--- src/rtl/burst_main_memory_if.sv ---
// Bus bundle for the burst main memory: request, write-beat and read-beat signals.
interface burst_main_memory_if #(
    parameter int AWIDTH = 9,
    parameter int DWIDTH = 8
) ();
    logic              rd_mem;
    logic              wr_mem;
    logic [AWIDTH-1:0] addr_mem;
    logic [DWIDTH-1:0] wdata;
    logic              wvalid;
    logic [DWIDTH-1:0] rdata;
    logic              rvalid;
    logic              ready_mem;
    logic              err;

    // Requester side.
    modport master (
        output rd_mem, wr_mem, addr_mem, wdata, wvalid,
        input  rdata, rvalid, ready_mem, err
    );

    // Memory side.
    modport slave (
        input  rd_mem, wr_mem, addr_mem, wdata, wvalid,
        output rdata, rvalid, ready_mem, err
    );
endinterface

--- src/rtl/burst_main_memory.sv ---
// Single-port burst memory: a request starts a fixed-length burst after a
// fixed access latency. Reads stream one beat per cycle; writes advance only
// on wvalid. The address wraps modulo the memory depth.
module burst_main_memory #(
    parameter int AWIDTH    = 9,
    parameter int DWIDTH    = 8,
    parameter int LATENCY   = 2,
    parameter int BURST_LEN = 4
) (
    input logic                 clk,
    input logic                 reset_n,
    burst_main_memory_if.slave  bus
);
    localparam int DEPTH = 2 ** AWIDTH;
    localparam logic [3:0] LAT_LAST  = 4'((LATENCY == 0) ? 0 : LATENCY - 1);
    localparam logic [4:0] BEAT_LAST = 5'(BURST_LEN - 1);

    typedef enum logic [1:0] {
        IDLE = 2'd0,
        WAIT = 2'd1,
        XFER = 2'd2
    } state_t;

    state_t            state_q;
    logic [3:0]        lat_q;
    logic [4:0]        beat_q;
    logic [AWIDTH-1:0] addr_q;
    logic              wr_mode_q;
    logic [DWIDTH-1:0] rdata_q;
    logic              rvalid_q;
    logic              err_q;
    logic [DWIDTH-1:0] mem_q [DEPTH];

    logic rd_beat;
    logic wr_beat;
    logic beat;

    // A read beat happens every XFER cycle; a write beat only when data is offered.
    assign rd_beat = (state_q == XFER) && !wr_mode_q;
    assign wr_beat = (state_q == XFER) &&  wr_mode_q && bus.wvalid;
    assign beat    = rd_beat || wr_beat;

    assign bus.rdata     = rdata_q;
    assign bus.rvalid    = rvalid_q;
    assign bus.err       = err_q;
    assign bus.ready_mem = (state_q == IDLE);

    // Memory array write port; contents survive reset, a reset edge writes nothing.
    always_ff @(posedge clk) begin
        if (reset_n && wr_beat) begin
            mem_q[addr_q] <= bus.wdata;
        end
    end

    // Burst control FSM with registered read data, valid and error pulse.
    always_ff @(posedge clk) begin
        if (!reset_n) begin
            state_q   <= IDLE;
            lat_q     <= '0;
            beat_q    <= '0;
            addr_q    <= '0;
            wr_mode_q <= 1'b0;
            rdata_q   <= '0;
            rvalid_q  <= 1'b0;
            err_q     <= 1'b0;
        end else begin
            rvalid_q <= 1'b0;
            err_q    <= 1'b0;
            case (state_q)
                IDLE: begin
                    if (bus.rd_mem ^ bus.wr_mem) begin
                        addr_q    <= bus.addr_mem;
                        beat_q    <= '0;
                        lat_q     <= '0;
                        wr_mode_q <= bus.wr_mem;
                        state_q   <= (LATENCY == 0) ? XFER : WAIT;
                    end else if (bus.rd_mem && bus.wr_mem) begin
                        err_q <= 1'b1;
                    end
                end
                WAIT: begin
                    if (lat_q == LAT_LAST) begin
                        state_q <= XFER;
                    end else begin
                        lat_q <= lat_q + 4'd1;
                    end
                end
                XFER: begin
                    if (beat) begin
                        if (rd_beat) begin
                            rdata_q  <= mem_q[addr_q];
                            rvalid_q <= 1'b1;
                        end
                        addr_q <= addr_q + AWIDTH'(1);
                        beat_q <= beat_q + 5'd1;
                        if (beat_q == BEAT_LAST) begin
                            state_q <= IDLE;
                        end
                    end
                end
                default: state_q <= IDLE;
            endcase
        end
    end
endmodule

--- src/flat_wrapper.sv ---
// flat-port wrapper written by rule: the top's interface ports become plain ports
module burst_main_memory_flat 
#(
    parameter int AWIDTH    = 9,
    parameter int DWIDTH    = 8,
    parameter int LATENCY   = 2,
    parameter int BURST_LEN = 4
)
  (clk, reset_n, bus_rd_mem, bus_wr_mem, bus_addr_mem, bus_wdata, bus_wvalid, bus_rdata, bus_rvalid, bus_ready_mem, bus_err);
  burst_main_memory_if #(.AWIDTH(AWIDTH), .DWIDTH(DWIDTH)) bus_i ();
  input logic clk;
  input logic reset_n;
  input wire logic [$bits(bus_i.rd_mem)-1:0] bus_rd_mem;
  input wire logic [$bits(bus_i.wr_mem)-1:0] bus_wr_mem;
  input wire logic [$bits(bus_i.addr_mem)-1:0] bus_addr_mem;
  input wire logic [$bits(bus_i.wdata)-1:0] bus_wdata;
  input wire logic [$bits(bus_i.wvalid)-1:0] bus_wvalid;
  output wire logic [$bits(bus_i.rdata)-1:0] bus_rdata;
  output wire logic [$bits(bus_i.rvalid)-1:0] bus_rvalid;
  output wire logic [$bits(bus_i.ready_mem)-1:0] bus_ready_mem;
  output wire logic [$bits(bus_i.err)-1:0] bus_err;
  assign bus_i.rd_mem = bus_rd_mem;
  assign bus_i.wr_mem = bus_wr_mem;
  assign bus_i.addr_mem = bus_addr_mem;
  assign bus_i.wdata = bus_wdata;
  assign bus_i.wvalid = bus_wvalid;
  assign bus_rdata = bus_i.rdata;
  assign bus_rvalid = bus_i.rvalid;
  assign bus_ready_mem = bus_i.ready_mem;
  assign bus_err = bus_i.err;
  burst_main_memory #(.AWIDTH(AWIDTH), .DWIDTH(DWIDTH), .LATENCY(LATENCY), .BURST_LEN(BURST_LEN)) u_core (.clk(clk), .reset_n(reset_n), .bus(bus_i));
endmodule
--- config.mk ---
export PLATFORM = sky130hd
export DESIGN_NAME = burst_main_memory_flat
export DESIGN_NICKNAME = d
export VERILOG_FILES = /design/src/rtl/burst_main_memory_if.sv /design/src/rtl/burst_main_memory.sv /design/src/flat_wrapper.sv
export SDC_FILE = /design/constraint.sdc
export NUM_CORES = 2
export LEC_CHECK = 0
export CORE_UTILIZATION = 40
export CTS_CLUSTER_DIAMETER = 120
export DETAILED_ROUTE_END_ITERATION = 10
export SETUP_SLACK_MARGIN = 0.02
export SYNTH_ARGS = -nofsm -noshare
export SYNTH_HDL_FRONTEND = slang
export SYNTH_SLANG_ARGS = --single-unit
--- constraint.sdc ---
create_clock -name clk -period 3.4 [get_ports clk]
set_clock_uncertainty 0.15 [all_clocks]
set_input_delay 0.34 -clock clk [delete_from_list [all_inputs] [get_ports clk]]
set_output_delay 0.34 -clock clk [all_outputs]
set_load 0.005 [all_outputs]
==> impl_results.html <==
<table>
<tr><th>Metric</th><th>Value</th></tr>
<tr><th colspan="2">Cells and area</th></tr>
<tr><td>Layout Cells excl Fill</td><td>14600</td></tr>
<tr><td>Final core utilization</td><td>48.9%</td></tr>
<tr><td>Area Overhead vs Synth</td><td>21.5%</td></tr>
<tr><td>Fill cell total of the finished layout</td><td>32100</td></tr>
<tr><td>Fraction of layout cells with a size suffix above 1</td><td>36.5%</td></tr>
<tr><td>Final standard cell area without fillers</td><td>194000 um^2</td></tr>
<tr><td>Number of nets in the finished design</td><td>9006</td></tr>
<tr><th colspan="2">Timing</th></tr>
<tr><td>Setup repair after global routing missed its margin</td><td>true</td></tr>
<tr><td>Final setup violation count</td><td>7</td></tr>
<tr><td>Smallest setup slack after layout</td><td>-176 ps</td></tr>
<tr><td>Final clock period utilization by the worst path</td><td>105%</td></tr>
<tr><td>Max Clock Freq</td><td>280 MHz</td></tr>
<tr><td>Final hold violation count</td><td>0</td></tr>
<tr><td>Slew HR</td><td>18.1%</td></tr>
<tr><td>Measured slew at the worst slew-check pin</td><td>1230 ps</td></tr>
<tr><td>Post-route minimum period</td><td>3580 ps</td></tr>
<tr><td>Number of slew-limit violations in the final report</td><td>0</td></tr>
<tr><th colspan="2">Logic synthesis</th></tr>
<tr><td>Proportion of synthesized flip-flops having asynchronous set or reset</td><td>0%</td></tr>
<tr><td>Post-synth top flop</td><td>edfxtp_1</td></tr>
<tr><td>Synthesized instance count</td><td>7463</td></tr>
<tr><td>Number of unique standard cell types used by synthesis</td><td>74</td></tr>
<tr><td>Ys Warns</td><td>0</td></tr>
<tr><td>Cell area after technology mapping</td><td>160000 um^2</td></tr>
<tr><td>Flip-flop and latch count after synthesis</td><td>4127</td></tr>
<tr><td>Fraction of the yosys area taken by sequential cells</td><td>77.2%</td></tr>
<tr><td>Syn_nets</td><td>7493</td></tr>
<tr><td>Post-synth EDFFs</td><td>4096</td></tr>
<tr><td>Synthesized area divided by synthesized cell count</td><td>21.4 um^2</td></tr>
<tr><th colspan="2">Setup path</th></tr>
<tr><td>Worst r2r src</td><td>u_core.addr_q[4]$_SDFFE_PN0P_</td></tr>
<tr><td>Critical path's largest stage delay</td><td>730 ps</td></tr>
<tr><td>Register-to-Register Setup Slack</td><td>-180 ps</td></tr>
<tr><td>Start-to-end type of the worst setup path</td><td>reg2reg</td></tr>
<tr><td>Worst setup path endpoint</td><td>u_core.bus.rdata[6]$_SDFFE_PN0P_</td></tr>
<tr><td>Endpoint required time on the critical path</td><td>4150 ps</td></tr>
<tr><td>Startpoint type of the worst setup path</td><td>flop</td></tr>
<tr><td>Arrival time of data at the critical path endpoint</td><td>4330 ps</td></tr>
<tr><td>Critical Path End Type</td><td>flop</td></tr>
<tr><td>Most prevalent standard cell on the critical path</td><td>buf_4</td></tr>
<tr><td>Ordered cell list for the critical path</td><td>and3b_1 -&gt; nand3_1 -&gt; buf_4 -&gt; a21oi_1 -&gt; or4_1 -&gt; nor4_4 -&gt; buf_4 -&gt; and4_1 -&gt; a41oi_1</td></tr>
<tr><td>Worst setup path start</td><td>u_core.addr_q[4]$_SDFFE_PN0P_</td></tr>
<tr><td>Slowest CP cell</td><td>and3b_1</td></tr>
<tr><td>End of the worst register-to-register path</td><td>u_core.bus.rdata[6]$_SDFFE_PN0P_</td></tr>
<tr><td>Crit path buffers/inverters</td><td>2</td></tr>
<tr><td>CP delay by family, top</td><td>simple AND/OR/NAND/NOR gates</td></tr>
<tr><td>Critical Path Stages</td><td>9</td></tr>
<tr><td>Max FO, Critical Path</td><td>20</td></tr>
<tr><td>Reg2Reg Depth</td><td>9</td></tr>
<tr><th colspan="2">Routing</th></tr>
<tr><td>Pre-Repair DR Iteration Count</td><td>6</td></tr>
<tr><td>Number of DRC violations after detailed-routing iteration 0</td><td>13700</td></tr>
<tr><td>Number of vias in the routed layout</td><td>87400</td></tr>
<tr><td>Avg Vias per Cell</td><td>6.00</td></tr>
<tr><td>Remaining design rule violation count</td><td>0</td></tr>
<tr><td>Avg WL per Cell</td><td>34.7 um</td></tr>
<tr><td>Routed wire length</td><td>505000 um</td></tr>
<tr><td>Number of antenna-violating nets in the routed design</td><td>0</td></tr>
<tr><th colspan="2">Placed design</th></tr>
<tr><td>Post-detailed-placement half-perimeter wirelength</td><td>336000 um</td></tr>
<tr><td>Placed cells</td><td>13700</td></tr>
<tr><td>Number of buffer cells added on primary ports</td><td>32</td></tr>
<tr><td>Routability cong.</td><td>0.962</td></tr>
<tr><td>Area of placed instances</td><td>178000 um^2</td></tr>
<tr><th colspan="2">Global routing</th></tr>
<tr><td>Combined global-route utilization of all metal layers</td><td>24.8%</td></tr>
<tr><td>Via count of the first global-routing pass</td><td>86400</td></tr>
<tr><td>Initial antenna violation count</td><td>28</td></tr>
<tr><td>First-pass GRT wire length</td><td>696000 um</td></tr>
<tr><td>Maximum number of pins on one net before global-route repair</td><td>132</td></tr>
<tr><td>Leftover overflow at the end of global routing</td><td>0</td></tr>
<tr><th colspan="2">Power and ir drop</th></tr>
<tr><td>Worst-case vdd ir drop</td><td>0.455 mV</td></tr>
<tr><td>Static Leak</td><td>62.1 nW</td></tr>
<tr><td>Power density normalized to cell area</td><td>587 nW/um^2</td></tr>
<tr><th colspan="2">Clock tree</th></tr>
<tr><td>Worst-skew pair later-pin latency</td><td>1010 ps</td></tr>
<tr><td>Clock buffer depth</td><td>4</td></tr>
<tr><td>H-tree depth reported by CTS</td><td>5</td></tr>
<tr><td>Root Buffer</td><td>clkbuf_16</td></tr>
<tr><td># clock sinks</td><td>4127</td></tr>
<tr><td>Clock slew at the register clock pins of the worst setup and hold paths</td><td>70 ps</td></tr>
<tr><td>CTS buffer count</td><td>408</td></tr>
<tr><td>TritonCTS clock tree</td><td>done</td></tr>
<tr><th colspan="2">Min path</th></tr>
<tr><td>Hold Crit Start</td><td>bus_wvalid</td></tr>
<tr><td>Hold WC Path Type</td><td>in2reg</td></tr>
<tr><td>Count of cells along the worst hold path</td><td>4</td></tr>
<tr><th colspan="2">Run status</th></tr>
<tr><td>Run status</td><td>complete, but fails checks</td></tr>
<tr><td>Violations in the final reports</td><td>negative setup slack</td></tr>
<tr><th colspan="2">Floorplan</th></tr>
<tr><td>Std-Cell Rows</td><td>231</td></tr>
<tr><td>Ports</td><td>33</td></tr>
<tr><td>Initial core utilization</td><td>40.3%</td></tr>
<tr><td>Total Die Area</td><td>403000 um^2</td></tr>
<tr><td>Core footprint</td><td>397000 um^2</td></tr>
<tr><td>Die Span X</td><td>635 um</td></tr>
<tr><td>Height of the die</td><td>635 um</td></tr>
<tr><th colspan="2">Run</th></tr>
<tr><td>Total of max-cap violations</td><td>0</td></tr>
</table>
## state kept, by name (all words and copies together) (netlist names)
signal             cells
u_core.mem_q        4096
u_core.addr_q          9
u_core.bus.rdata       8
u_core.beat_q          5
u_core.lat_q           4
u_core.state_q         2
u_core.bus.err         1
u_core.bus.rvalid      1
u_core.wr_mode_q       1
## cell usage after synthesis (8+ instances only)
library cell	n	area, um^2
clkbuf_1	199	747
a22o_1	16	140
nor2_1	604	2270
a221oi_1	11	96.3
nand3_1	127	636
dfxtp_1	31	621
o21ai_0	46	230
nand2b_1	13	81.3
nand4_1	27	169
a21oi_1	76	380
mux2_2	13	146
nor4_1	23	144
a21boi_0	8	60.1
a22oi_1	88	661
nor3_1	37	185
and2_1	10	62.6
nor2b_1	21	131
a211oi_1	15	113
a32oi_1	32	280
mux2i_1	154	1540
and3_1	9	56.3
o211ai_1	9	67.6
ha_1	8	100
mux4_2	1065	24000
buf_4	64	480
o32ai_1	9	78.8
a31oi_1	34	213
buf_6	23	259
nand2_1	245	920
a2111oi_0	13	114
edfxtp_1	4096	123000
buf_1	41	154
o22ai_1	46	288
buf_2	144	721
## power breakdown
group,internal [mW],switching (mW)
sequential,55.9,0.105
combinational,5.14,7.41
clock,25.9,19.6
total,87.0,27.1
## stage by stage
step	hold slack, ps	setup WS [ps]	power (mW)	TNS [ps]
6_report	81.0	-176	114	-747
5_1_grt	122	-173	117	-731
4_1_cts	57.8	-41.2	114	-133
3_5_place_dp	358	-948	68.7	-5570
3_3_place_gp	338	-1200	68.6	-6150
2_1_floorplan	289	131	62.4	0
## worst min-delay path by stage
stage / to / slack [ps]
after floorplan: u_core.mem_q[0][0]$_DFFE_PP_ / 290
after global placement: u_core.beat_q[4]$_SDFFE_PN0P_ / 340
after detailed placement: u_core.lat_q[3]$_SDFFE_PN0P_ / 360
after CTS: u_core.addr_q[0]$_SDFFE_PN0P_ / 60
after global routing: u_core.addr_q[1]$_SDFFE_PN0P_ / 120
final: u_core.state_q[1]$_SDFFE_PN0P_ / 80
## metal layers
layer  global-route usage, %  vias to the layer above  share of wire, %
met4                    10.0                       28               4.8
met5                       0                        -             0.036
met2                    38.2                     5389                46
met3                    5.94                      928                11
li1                        -                    34400                 -
met1                    34.2                    46700                38
## what timing repair did
action,CTS,global route
endpoints found under the setup margin,100,66
pin swaps,30,24
hold buffers,10,0
setup buffers,55,30
resized for setup,190,116
endpoints found under the hold margin,985,0
cloned,14,3
## final cells by class
type / count / area, um^2 / area share [%]
timing repair buffer: 1574 / 15400 / 7.95
sequential: 4127 / 124000 / 63.6
antenna: 8 / 20.0 / 0.0103
clock inverter: 243 / 2540 / 1.31
tap: 5242 / 6560 / 3.37
inverter: 9 / 57.6 / 0.0296
multi-input combinational: 2856 / 35300 / 18.2
clock buffer: 508 / 10800 / 5.55
## cell families after synthesis
family | Yosys count | synth area share, %
XOR/XNOR | 6 | 0.0328
AO/OA/AOI/OAI | 457 | 2.01
flip-flops | 4127 | 77.2
multiplexers | 1232 | 16.0
buffers and inverters | 480 | 1.50
AND/OR/NAND/NOR | 1153 | 3.10
adder cells (fa/ha/maj) | 8 | 0.0626
## worst register-to-register path, delay by kind of cell (launching register included)
family | cells | cell delay, ps
simple gates | 5 | 1710
flops | 1 | 680
compound gates | 2 | 450
buf+inv | 2 | 490
## cells in the final DEF, fill, tap and decap left out, types with 12 or more instances in the layout
master           synthesis  final
clkinvlp_4               0     14
buf_6                   23     28
buf_12                   0    202
nand3_1                127     93
clkinv_2                 0     63
nor2b_1                 21     13
a22oi_1                 88     73
o22ai_1                 46     42
mux2_2                  13     12
a21oi_2                  0     13
buf_8                    0     17
nor2_2                   0     34
mux2i_1                154    148
buf_4                   64   1254
a32oi_1                 32     32
bufinv_16                0     44
nor3_1                  37     25
clkinv_1                 1     96
buf_16                   0     28
o21ai_0                 46     45
a22oi_2                  0     15
clkdlybuf4s50_1          0     24
a22o_1                  16     16
a31oi_1                 34     31
nand4_1                 27     27
nor2_1                 604    562
edfxtp_1              4096   4096
clkbuf_1               199     88
dfxtp_1                 31     24
mux4_2                1065   1065
nand2_1                245    243
clkbuf_16                0    419
nand3_2                  0     12
nand3_4                  0     22
a21oi_1                 76     62
Note: power is estimated with default switching activity, not from simulation.
